[src/rtl/mmu_map_loader.sv]
// Bulk writer for the task mapping RAM: LOAD fills one task with base+slot, COPY duplicates
// a task's entries, INIT fills every task. RAM cycles are only issued while the CPU leaves the port free.
module mmu_map_loader #(
  parameter int TASKS = 32,
  parameter int SLOTS = 8
) (
  input  logic                                  CLKX4,
  input  logic                                  RESET,
  input  logic                                  cmd_valid,
  output logic                                  cmd_ready,
  input  logic [1:0]                            cmd_op,
  input  logic [$clog2(TASKS)-1:0]              cmd_task,
  input  logic [$clog2(TASKS)-1:0]              cmd_src_task,
  input  logic [7:0]                            cmd_base,
  input  logic                                  cpu_busy,
  output logic [$clog2(TASKS)+$clog2(SLOTS)-1:0] ram_addr,
  output logic                                  ram_nrd,
  output logic                                  ram_nwr,
  output logic [7:0]                            ram_wdata,
  output logic                                  ram_oe,
  input  logic [7:0]                            ram_rdata,
  output logic                                  busy,
  output logic                                  done,
  output logic                                  err
);
  localparam int TW = $clog2(TASKS);
  localparam int SW = $clog2(SLOTS);

  localparam logic [1:0] S_IDLE = 2'd0;
  localparam logic [1:0] S_WR   = 2'd1;
  localparam logic [1:0] S_RD   = 2'd2;
  localparam logic [1:0] S_CAP  = 2'd3;

  localparam logic [1:0] OP_LOAD = 2'd0;
  localparam logic [1:0] OP_COPY = 2'd1;
  localparam logic [1:0] OP_INIT = 2'd2;

  localparam logic [SW-1:0] SLOT_LAST = SW'(SLOTS - 1);
  localparam logic [TW-1:0] TASK_LAST = TW'(TASKS - 1);

  logic [1:0]    state_q, state_d;
  logic [1:0]    op_q, op_d;
  logic [TW-1:0] dst_q, dst_d;
  logic [TW-1:0] src_q, src_d;
  logic [7:0]    base_q, base_d;
  logic [SW-1:0] slot_q, slot_d;
  logic [TW-1:0] tcnt_q, tcnt_d;
  logic [7:0]    rbuf_q, rbuf_d;
  logic          done_q, done_d;
  logic          err_q, err_d;

  logic accept;
  logic wr_en;
  logic rd_en;

  assign accept = cmd_valid && cmd_ready;

  always_comb begin
    state_d = state_q;
    op_d    = op_q;
    dst_d   = dst_q;
    src_d   = src_q;
    base_d  = base_q;
    slot_d  = slot_q;
    tcnt_d  = tcnt_q;
    rbuf_d  = rbuf_q;
    done_d  = 1'b0;
    err_d   = 1'b0;
    case (state_q)
      S_IDLE: begin
        if (accept) begin
          op_d   = cmd_op;
          dst_d  = cmd_task;
          src_d  = cmd_src_task;
          base_d = cmd_base;
          slot_d = '0;
          tcnt_d = '0;
          case (cmd_op)
            OP_LOAD, OP_INIT: state_d = S_WR;
            OP_COPY:          state_d = S_RD;
            default:          err_d   = 1'b1;
          endcase
        end
      end
      S_WR: begin
        // A stalled write leaves every counter untouched so it simply retries.
        if (!cpu_busy) begin
          if (slot_q != SLOT_LAST) begin
            slot_d  = slot_q + SW'(1);
            state_d = (op_q == OP_COPY) ? S_RD : S_WR;
          end else if (op_q == OP_INIT && tcnt_q != TASK_LAST) begin
            slot_d = '0;
            tcnt_d = tcnt_q + TW'(1);
          end else begin
            state_d = S_IDLE;
            done_d  = 1'b1;
          end
        end
      end
      S_RD: begin
        if (!cpu_busy) state_d = S_CAP;
      end
      default: begin
        // Read data arrives the cycle after the strobe, independent of the CPU.
        rbuf_d  = ram_rdata;
        state_d = S_WR;
      end
    endcase
  end

  always_ff @(posedge CLKX4) begin
    if (RESET) begin
      state_q <= S_IDLE;
      op_q    <= '0;
      dst_q   <= '0;
      src_q   <= '0;
      base_q  <= '0;
      slot_q  <= '0;
      tcnt_q  <= '0;
      rbuf_q  <= '0;
      done_q  <= 1'b0;
      err_q   <= 1'b0;
    end else begin
      state_q <= state_d;
      op_q    <= op_d;
      dst_q   <= dst_d;
      src_q   <= src_d;
      base_q  <= base_d;
      slot_q  <= slot_d;
      tcnt_q  <= tcnt_d;
      rbuf_q  <= rbuf_d;
      done_q  <= done_d;
      err_q   <= err_d;
    end
  end

  assign wr_en = (state_q == S_WR) && !cpu_busy && !RESET;
  assign rd_en = (state_q == S_RD) && !cpu_busy && !RESET;

  always_comb begin
    if (state_q == S_RD)       ram_addr = {src_q, slot_q};
    else if (op_q == OP_INIT)  ram_addr = {tcnt_q, slot_q};
    else                       ram_addr = {dst_q, slot_q};
  end

  assign ram_wdata = (op_q == OP_COPY) ? rbuf_q : base_q + 8'(slot_q);
  assign ram_nwr   = !wr_en;
  assign ram_nrd   = !rd_en;
  assign ram_oe    = wr_en;
  assign busy      = (state_q != S_IDLE);
  assign cmd_ready = (state_q == S_IDLE) && !RESET;
  assign done      = done_q;
  assign err       = err_q;
endmodule

[config.mk]
export PLATFORM = sky130hd
export DESIGN_NAME = mmu_map_loader
export DESIGN_NICKNAME = d
export VERILOG_FILES = /design/src/rtl/mmu_map_loader.sv
export SDC_FILE = /design/constraint.sdc
export NUM_CORES = 1
export LEC_CHECK = 0
export CAP_MARGIN = 25
export CORE_UTILIZATION = 25
export CTS_BUF_LIST = sky130_fd_sc_hd__clkbuf_2
export DETAILED_ROUTE_END_ITERATION = 10
export GPL_ROUTABILITY_DRIVEN = 0
export GPL_TIMING_DRIVEN = 0
export PLACE_DENSITY_LB_ADDON = 0.08
export SYNTH_ARGS = -nofsm -noshare
export SYNTH_HDL_FRONTEND = slang
export SYNTH_SLANG_ARGS = --single-unit
[constraint.sdc]
create_clock -name CLKX4 -period 2.39 [get_ports CLKX4]
set_clock_uncertainty 0.05 [all_clocks]
set_input_delay 0.478 -clock CLKX4 [delete_from_list [all_inputs] [get_ports CLKX4]]
set_output_delay 0.478 -clock CLKX4 [all_outputs]
set_load 0.05 [all_outputs]
==> results of run 1 <==
[worst max path at each step]
stage	startpoint	end	slack (ps)	cells after the start
after floorplan	slot_q[0]	ram_wdata[6]	8	7
after global placement	RESET	cmd_ready	-1070	5
after detailed placement	RESET	cmd_ready	-1070	5
after CTS	slot_q[0]	ram_wdata[6]	-290	8
after global routing	slot_q[0]	ram_wdata[6]	-390	8
final	slot_q[0]	ram_wdata[6]	-240	8
[registers in the layout (all words and copies together) (netlist names)]
signal / flops
tcnt_q: 5
rbuf_q: 8
src_q: 5
err: 1
base_q: 8
state_q: 2
done: 1
op_q: 2
dst_q: 5
slot_q: 3
[cells in the final DEF (no fill, tap or decap), types with 3 or more instances in the layout]
| cell | n |
|---|---|
| o21ai_1 | 9 |
| clkbuf_2 | 6 |
| mux2i_1 | 8 |
| clkdlybuf4s50_1 | 35 |
| o21ai_0 | 16 |
| inv_1 | 7 |
| ha_1 | 4 |
| and3_1 | 3 |
| buf_6 | 11 |
| clkbuf_1 | 4 |
| dfxtp_1 | 31 |
| a21oi_1 | 11 |
| a21oi_2 | 4 |
| dfxtp_4 | 4 |
| nand2b_1 | 5 |
| buf_2 | 5 |
| xor2_1 | 5 |
| nand2_1 | 61 |
| nand3_1 | 9 |
| dfxtp_2 | 5 |
| nor2_1 | 11 |
| buf_4 | 10 |
[timing repair]
item                                    CTS  global route
pin swaps                                 8             5
resized for setup                       136            12
setup buffers                             4             3
endpoints found under the setup margin   18            15
[routing by layer]
layer	GRT usage, %	routed length (um)	up-vias
met1	20.1	2920	935
met4	4.10	52	0
li1	-	-	1038
met5	0	0	-
met3	3.09	349	4
met2	23.6	2760	61
[worst max-delay path, stage by stage (launching register included)]
cell and delay (ps):
dfxtp_4 410, ha_4 140, inv_2 30, fa_2 370, nor2b_4 130, o2111ai_2 110
xor2_1 200, o21ai_4 140, buf_6 170
[final cells by class]
cell class	count	area, sq um
fill	862	5150
multi-input combinational	198	1330
sequential	40	822
timing repair buffer	61	586
tap	105	131
buffer	12	76.3
inverter	9	33.8
clock buffer	6	30.0
clock inverter	2	11.3
[report_power, final]
part / internal [W] / switching [W]
Combinational: 0.000244 / 0.000369
Sequential: 0.000714 / 0.0000367
Clock: 0.0000731 / 0.000233
Total: 0.00103 / 0.000638
[metrics by stage]
stage               util (%)  TNS (ps)  cells
CTS                     36.6      -781    431
global route            37.0     -1590    433
global placement        34.6     -6750    421
detailed placement      34.6     -6680    421
floorplan                  -         0    262
finish                  37.0      -702    433
[cells by family after synthesis]
logic type               Yosys count  share of synthesized area (%)
adder cells (fa/ha/maj)            8                           5.13
flip-flops                        40                           38.2
AND/OR/NAND/NOR                  111                           25.1
AO/OA/AOI/OAI                     65                           20.6
XOR/XNOR                           5                           2.09
multiplexers                       9                           4.36
buffers and inverters             24                           4.54
==> results.sh, run 1 <==
export IMPL_grt_pass1_vias=1943
export IMPL_required_ps=1860
export IMPL_fin_crit_ps=2630
export IMPL_die_area_sq_um=8750
export IMPL_hold_violations=0
export IMPL_p_leak_nw=1.18
export IMPL_drtIter0Drc=62
export IMPL_status="finished with violations"
export IMPL_grt_setup_unrepaired="true"
export IMPL_worstMarginPinSlew_ps=553
export IMPL_hold_path_depth=2
export IMPL_synth_ff_type="dfxtp_1"
export IMPL_htreeDepth=2
export IMPL_reg2reg_slack_ps=100
export IMPL_rows=33
export IMPL_synth_most_common_cell="nand2_1"
export IMPL_core_area_sq_um=8180
export IMPL_synth_top_cell_by_area="dfxtp_1"
export IMPL_drive_gt1_share_pct=23.8
export IMPL_track_usage_pct=14.8
export IMPL_cts_buffer_depth=2
export IMPL_setup_viol=6
export IMPL_critPathLaunchType="register"
export IMPL_fmax_mhz=380
export IMPL_antenna_found_initial=0
export IMPL_maxCapViolCount=0
export IMPL_cp_arrival_ps=2100
export IMPL_dr_pass1_iters=4
export IMPL_seq_area_frac_synth_pct=38.2
export IMPL_portBuffers=54
export IMPL_ant_nets=0
export IMPL_syn_inst=262
export IMPL_die_x_um=93.6
export IMPL_yosysWarnings=0
export IMPL_reg2reg_from="tcnt_q[0]"
export IMPL_via_per_inst=4.71
export IMPL_worstSkewPairLatency_ps=390
export IMPL_finalNetCount=367
export IMPL_diodes=0
export IMPL_yosys_top_cells_count="61 x nand2_1, 40 x dfxtp_1, 26 x o21ai_0"
export IMPL_synth_edff_count=0
export IMPL_finalCritPeriodShare_pct=110
export IMPL_drv_slew=0
export IMPL_io_pins=55
export IMPL_r2r_cells=7
export IMPL_die_h_um=93.6
export IMPL_drc_errors=0
export IMPL_async_flop_share_pct=0
export IMPL_min_to="dst_q[0]"
export IMPL_synth_ff_latch_count=40
export IMPL_dr_total_vias=2038
export IMPL_powerDensity_nw_per_um2=552
export IMPL_start_util_pct=25.6
export IMPL_grt_pass1_wl_um=9890
export IMPL_synthTopCellsByArea="dfxtp_1 38%, nand2_1 11%, o21ai_0 6.2%, ha_1 4.2%, mux2i_1 3.8%"
export IMPL_fin_ws_ps=-239
export IMPL_hp_class="reg2reg"
export IMPL_clkSinkCount=40
export IMPL_vdd_drop_max_v=0.000261
export IMPL_area_growth_pct=44.2
export IMPL_clk_pin_slew_ps=210
export IMPL_pre_cts_ws_ps=-1070
export IMPL_grt_overflow_total=0
export IMPL_grt_max_degree=13
export IMPL_cts_root_buf="clkbuf_2"
export IMPL_hold_start="dst_q[0]"
export IMPL_yosys_area_top_type_share_pct=38.2
export IMPL_cts_hold_buf=0
export IMPL_failed_checks="setup timing"
export IMPL_worstPathMaxFanout=2
export IMPL_end_kind="output pin"
export IMPL_wl_per_cell_um=14.0
export IMPL_syn_area_per_cell_sq_um=8.00
export IMPL_fin_area_sq_um=3020
export IMPL_ys_types=52
export IMPL_syn_cell_area_sq_um=2100
export IMPL_r2r_end="tcnt_q[0]"
export IMPL_cts_tree="built"
export IMPL_dp_hpwl_um=4490
export IMPL_slew_headroom_pct=63.1
export IMPL_numCtsBuffers=5
export IMPL_syn_nets=302
export IMPL_dpl_cell_area_sq_um=2830
export IMPL_hold_slack_ps=414
export IMPL_wl_um=6080
export IMPL_p_total_w=0.00167
export IMPL_crit_type="reg2out"
Power figures use the tool's default switching activity.
==> run 2, diff against run 1 <==
Settings changed: ABC_AREA set to 1, TNS_END_PERCENT set to 100.
Clock period 2.39 ns to 2.6 ns, I/O delays scaled along.
==> run 2 against run 1 <==
Net effect: the flow now finishes without violations; register-to-register slack better by 810 ps; sequential power is 10% higher; hold slack improved by 6.0 ps; via count up 4.8%; critical path depth increased by 3; wire length fell by 0.89%; setup slack gained 260 ps; combinational power grew 130%; core utilization down 1.7 points; synthesized area is 1.0% higher.
==> results.sh, run 2 <==
export IMPL_async_flop_share_pct=0
export IMPL_area_growth_pct=36.8
export IMPL_hold_path_depth=2
export IMPL_diodes=0
export IMPL_grt_pass1_wl_um=9580
export IMPL_syn_cell_area_sq_um=2120
export IMPL_wl_per_cell_um=12.5
export IMPL_syn_nets=353
export IMPL_yosysWarnings=0
export IMPL_critPathLaunchType="register"
export IMPL_finalNetCount=417
export IMPL_clkSinkCount=40
export IMPL_dpl_cell_area_sq_um=2810
export IMPL_die_x_um=94.0
export IMPL_worstPathMaxFanout=2
export IMPL_antenna_found_initial=0
export IMPL_grt_setup_unrepaired="true"
export IMPL_slew_headroom_pct=63.0
export IMPL_io_pins=55
export IMPL_start_util_pct=25.8
export IMPL_wl_um=6020
export IMPL_die_area_sq_um=8840
export IMPL_grt_overflow_total=0
export IMPL_synth_ff_latch_count=40
export IMPL_ant_nets=0
export IMPL_placed_cells=472
export IMPL_cp_slowest_cell="dfxtp_2"
export IMPL_maxCapViolCount=0
export IMPL_largest_registers="base_q (8), rbuf_q (8)"
export IMPL_drv_slew=0
export IMPL_grt_max_degree=13
export IMPL_multi_input_area_sq_um=1180
export IMPL_layout_commonest_cell="nand2_1"
export IMPL_dr_pass1_iters=4
export IMPL_ys_types=29
export IMPL_powerDensity_nw_per_um2=875
export IMPL_r2r_cells=11
export IMPL_syn_inst=313
export IMPL_yosys_top_cells_count="69 x nand2_1, 43 x nor2_1, 40 x dfxtp_1"
export IMPL_clk_pin_slew_ps=220
export IMPL_synthTopCellsByArea="dfxtp_1 38%, nand2_1 12%, nor2_1 7.6%, o21ai_0 7.1%, nand3_1 6.9%"
export IMPL_fillers=927
export IMPL_synth_top_cell_by_area="dfxtp_1"
export IMPL_status="finished clean"
export IMPL_setup_viol=0
export IMPL_worstPathCellList="ha_4 -> inv_2 -> fa_2 -> inv_2 -> nand2_2 -> nand2_2 -> nand3_2 -> xor2_1 -> nand2_1 -> nand2_1 -> buf_6"
export IMPL_cp_arrival_ps=2010
export IMPL_synth_edff_count=0
export IMPL_p_leak_nw=1.27
export IMPL_hold_violations=0
export IMPL_track_usage_pct=14.3
export IMPL_core_area_sq_um=8220
export IMPL_top_layer_used="met4"
export IMPL_cts_buffer_depth=2
export IMPL_fin_crit_ps=2580
export IMPL_htreeDepth=2
export IMPL_drc_errors=0
export IMPL_yosys_area_top_type_share_pct=37.8
export IMPL_worstMarginPinSlew_ps=555
export IMPL_die_h_um=94.0
export IMPL_crit_type="reg2out"
export IMPL_drtIter0Drc=126
export IMPL_end_kind="output pin"
export IMPL_fmax_mhz=387
export IMPL_via_per_inst=4.42
export IMPL_cts_hold_buf=0
export IMPL_required_ps=2030
export IMPL_synth_ff_type="dfxtp_1"
export IMPL_synth_most_common_cell="nand2_1"
export IMPL_vdd_drop_max_v=0.000341
export IMPL_hp_class="reg2reg"
export IMPL_grt_pass1_vias=1963
export IMPL_wl_met2_um=2850
export IMPL_finalCritPeriodShare_pct=99.4
export IMPL_dp_hpwl_um=4560
export IMPL_layout_common_cells="66 x nand2_1, 42 x nor2_1, 37 x clkdlybuf4s50_1"
export IMPL_drt_met1_wl_um=2880
export IMPL_dr_total_vias=2135
export IMPL_cts_tree="built"
export IMPL_dr_wl_met3_um=228
export IMPL_slowest_delay_ps=410
export IMPL_portBuffers=54
export IMPL_finalNonFillerCells=483
export IMPL_seq_area_frac_synth_pct=37.8
export IMPL_syn_area_per_cell_sq_um=6.76
export IMPL_worstSkewPairLatency_ps=400
export IMPL_cts_root_buf="clkbuf_2"
export IMPL_numCtsBuffers=5
export IMPL_seqCellArea_sq_um=810
export IMPL_drive_gt1_share_pct=16.7
export IMPL_rows=33
export IMPL_fin_area_sq_um=2900
run 2: through the flow:
step | setup slack [ps] | power, W | utilization [%] | hold slack (ps) | setup TNS (ps)
after floorplan | -36.2 | 0.00183 | - | 374 | -36.2
after global placement | -301 | 0.00227 | 34.2 | 395 | -2060
after detailed placement | -313 | 0.00227 | 34.2 | 399 | -2190
after CTS | -31.0 | 0.00256 | 34.9 | 424 | -62.9
after global routing | -133 | 0.00273 | 35.2 | 443 | -235
final | 16.7 | 0.00253 | 35.2 | 420 | 0
run 2: layout make-up:
| cell class | instances | area share [%] |
|---|---|---|
| clock buffers | 6 | 1.04 |
| clock inverters | 2 | 0.389 |
| plain buffers | 8 | 1.64 |
| inverters | 39 | 5.19 |
| well taps | 105 | 4.54 |
| flip-flops and latches | 40 | 28.0 |
| multi-input cells | 226 | 40.7 |
| repair buffers | 57 | 18.5 |
run 2: path summary, 6_finish.rpt:
check | start | end | slack [ps]
hold / removal | src_q[2] | src_q[2] | 420
setup reg to reg | slot_q[0] | tcnt_q[0] | 910
setup / recovery | slot_q[0] | ram_wdata[6] | 20
hold reg to reg | src_q[2] | src_q[2] | 420
run 2: logic make-up (layout without fill, tap and decap cells):
logic type / count (synthesis) / count (layout) / synth area share, %
and+or+nand+nor: 158 / 158 / 32.9
AOI/OAI and AO/OA: 58 / 58 / 14.1
buffers and inverters: 47 / 112 / 9.28
DFF: 40 / 40 / 37.8
adders and majority gates: 8 / 8 / 5.08
xor gates and xnor gates: 2 / 2 / 0.828
run 2: power breakdown:
group,internal [W],switching (W)
combinational,0.000464,0.000957
clock,0.0000672,0.000216
sequential,0.000739,0.0000905
total,0.00127,0.00126
run 2: critical path, delay by kind of cell (launching register included):
family                     cells  cell delay [ps]
xor gates and xnor gates       1              130
DFF                            1              410
buffers and inverters          3              250
adders and majority gates      2              470
and+or+nand+nor                5              350
run 2: routing by layer:
layer | up-vias | global-route usage (%)
met5 | - | 0
met4 | 0 | 4.23
met3 | 5 | 3.24
met2 | 37 | 24.8
met1 | 953 | 17.5
li1 | 1140 | -
run 2: repair_timing:
item | 4_1_cts | 5_1_grt
setup endpoints to repair | 17 | 11
pin swaps | 1 | 1
setup buffers | 1 | 2
resized for setup | 80 | 17
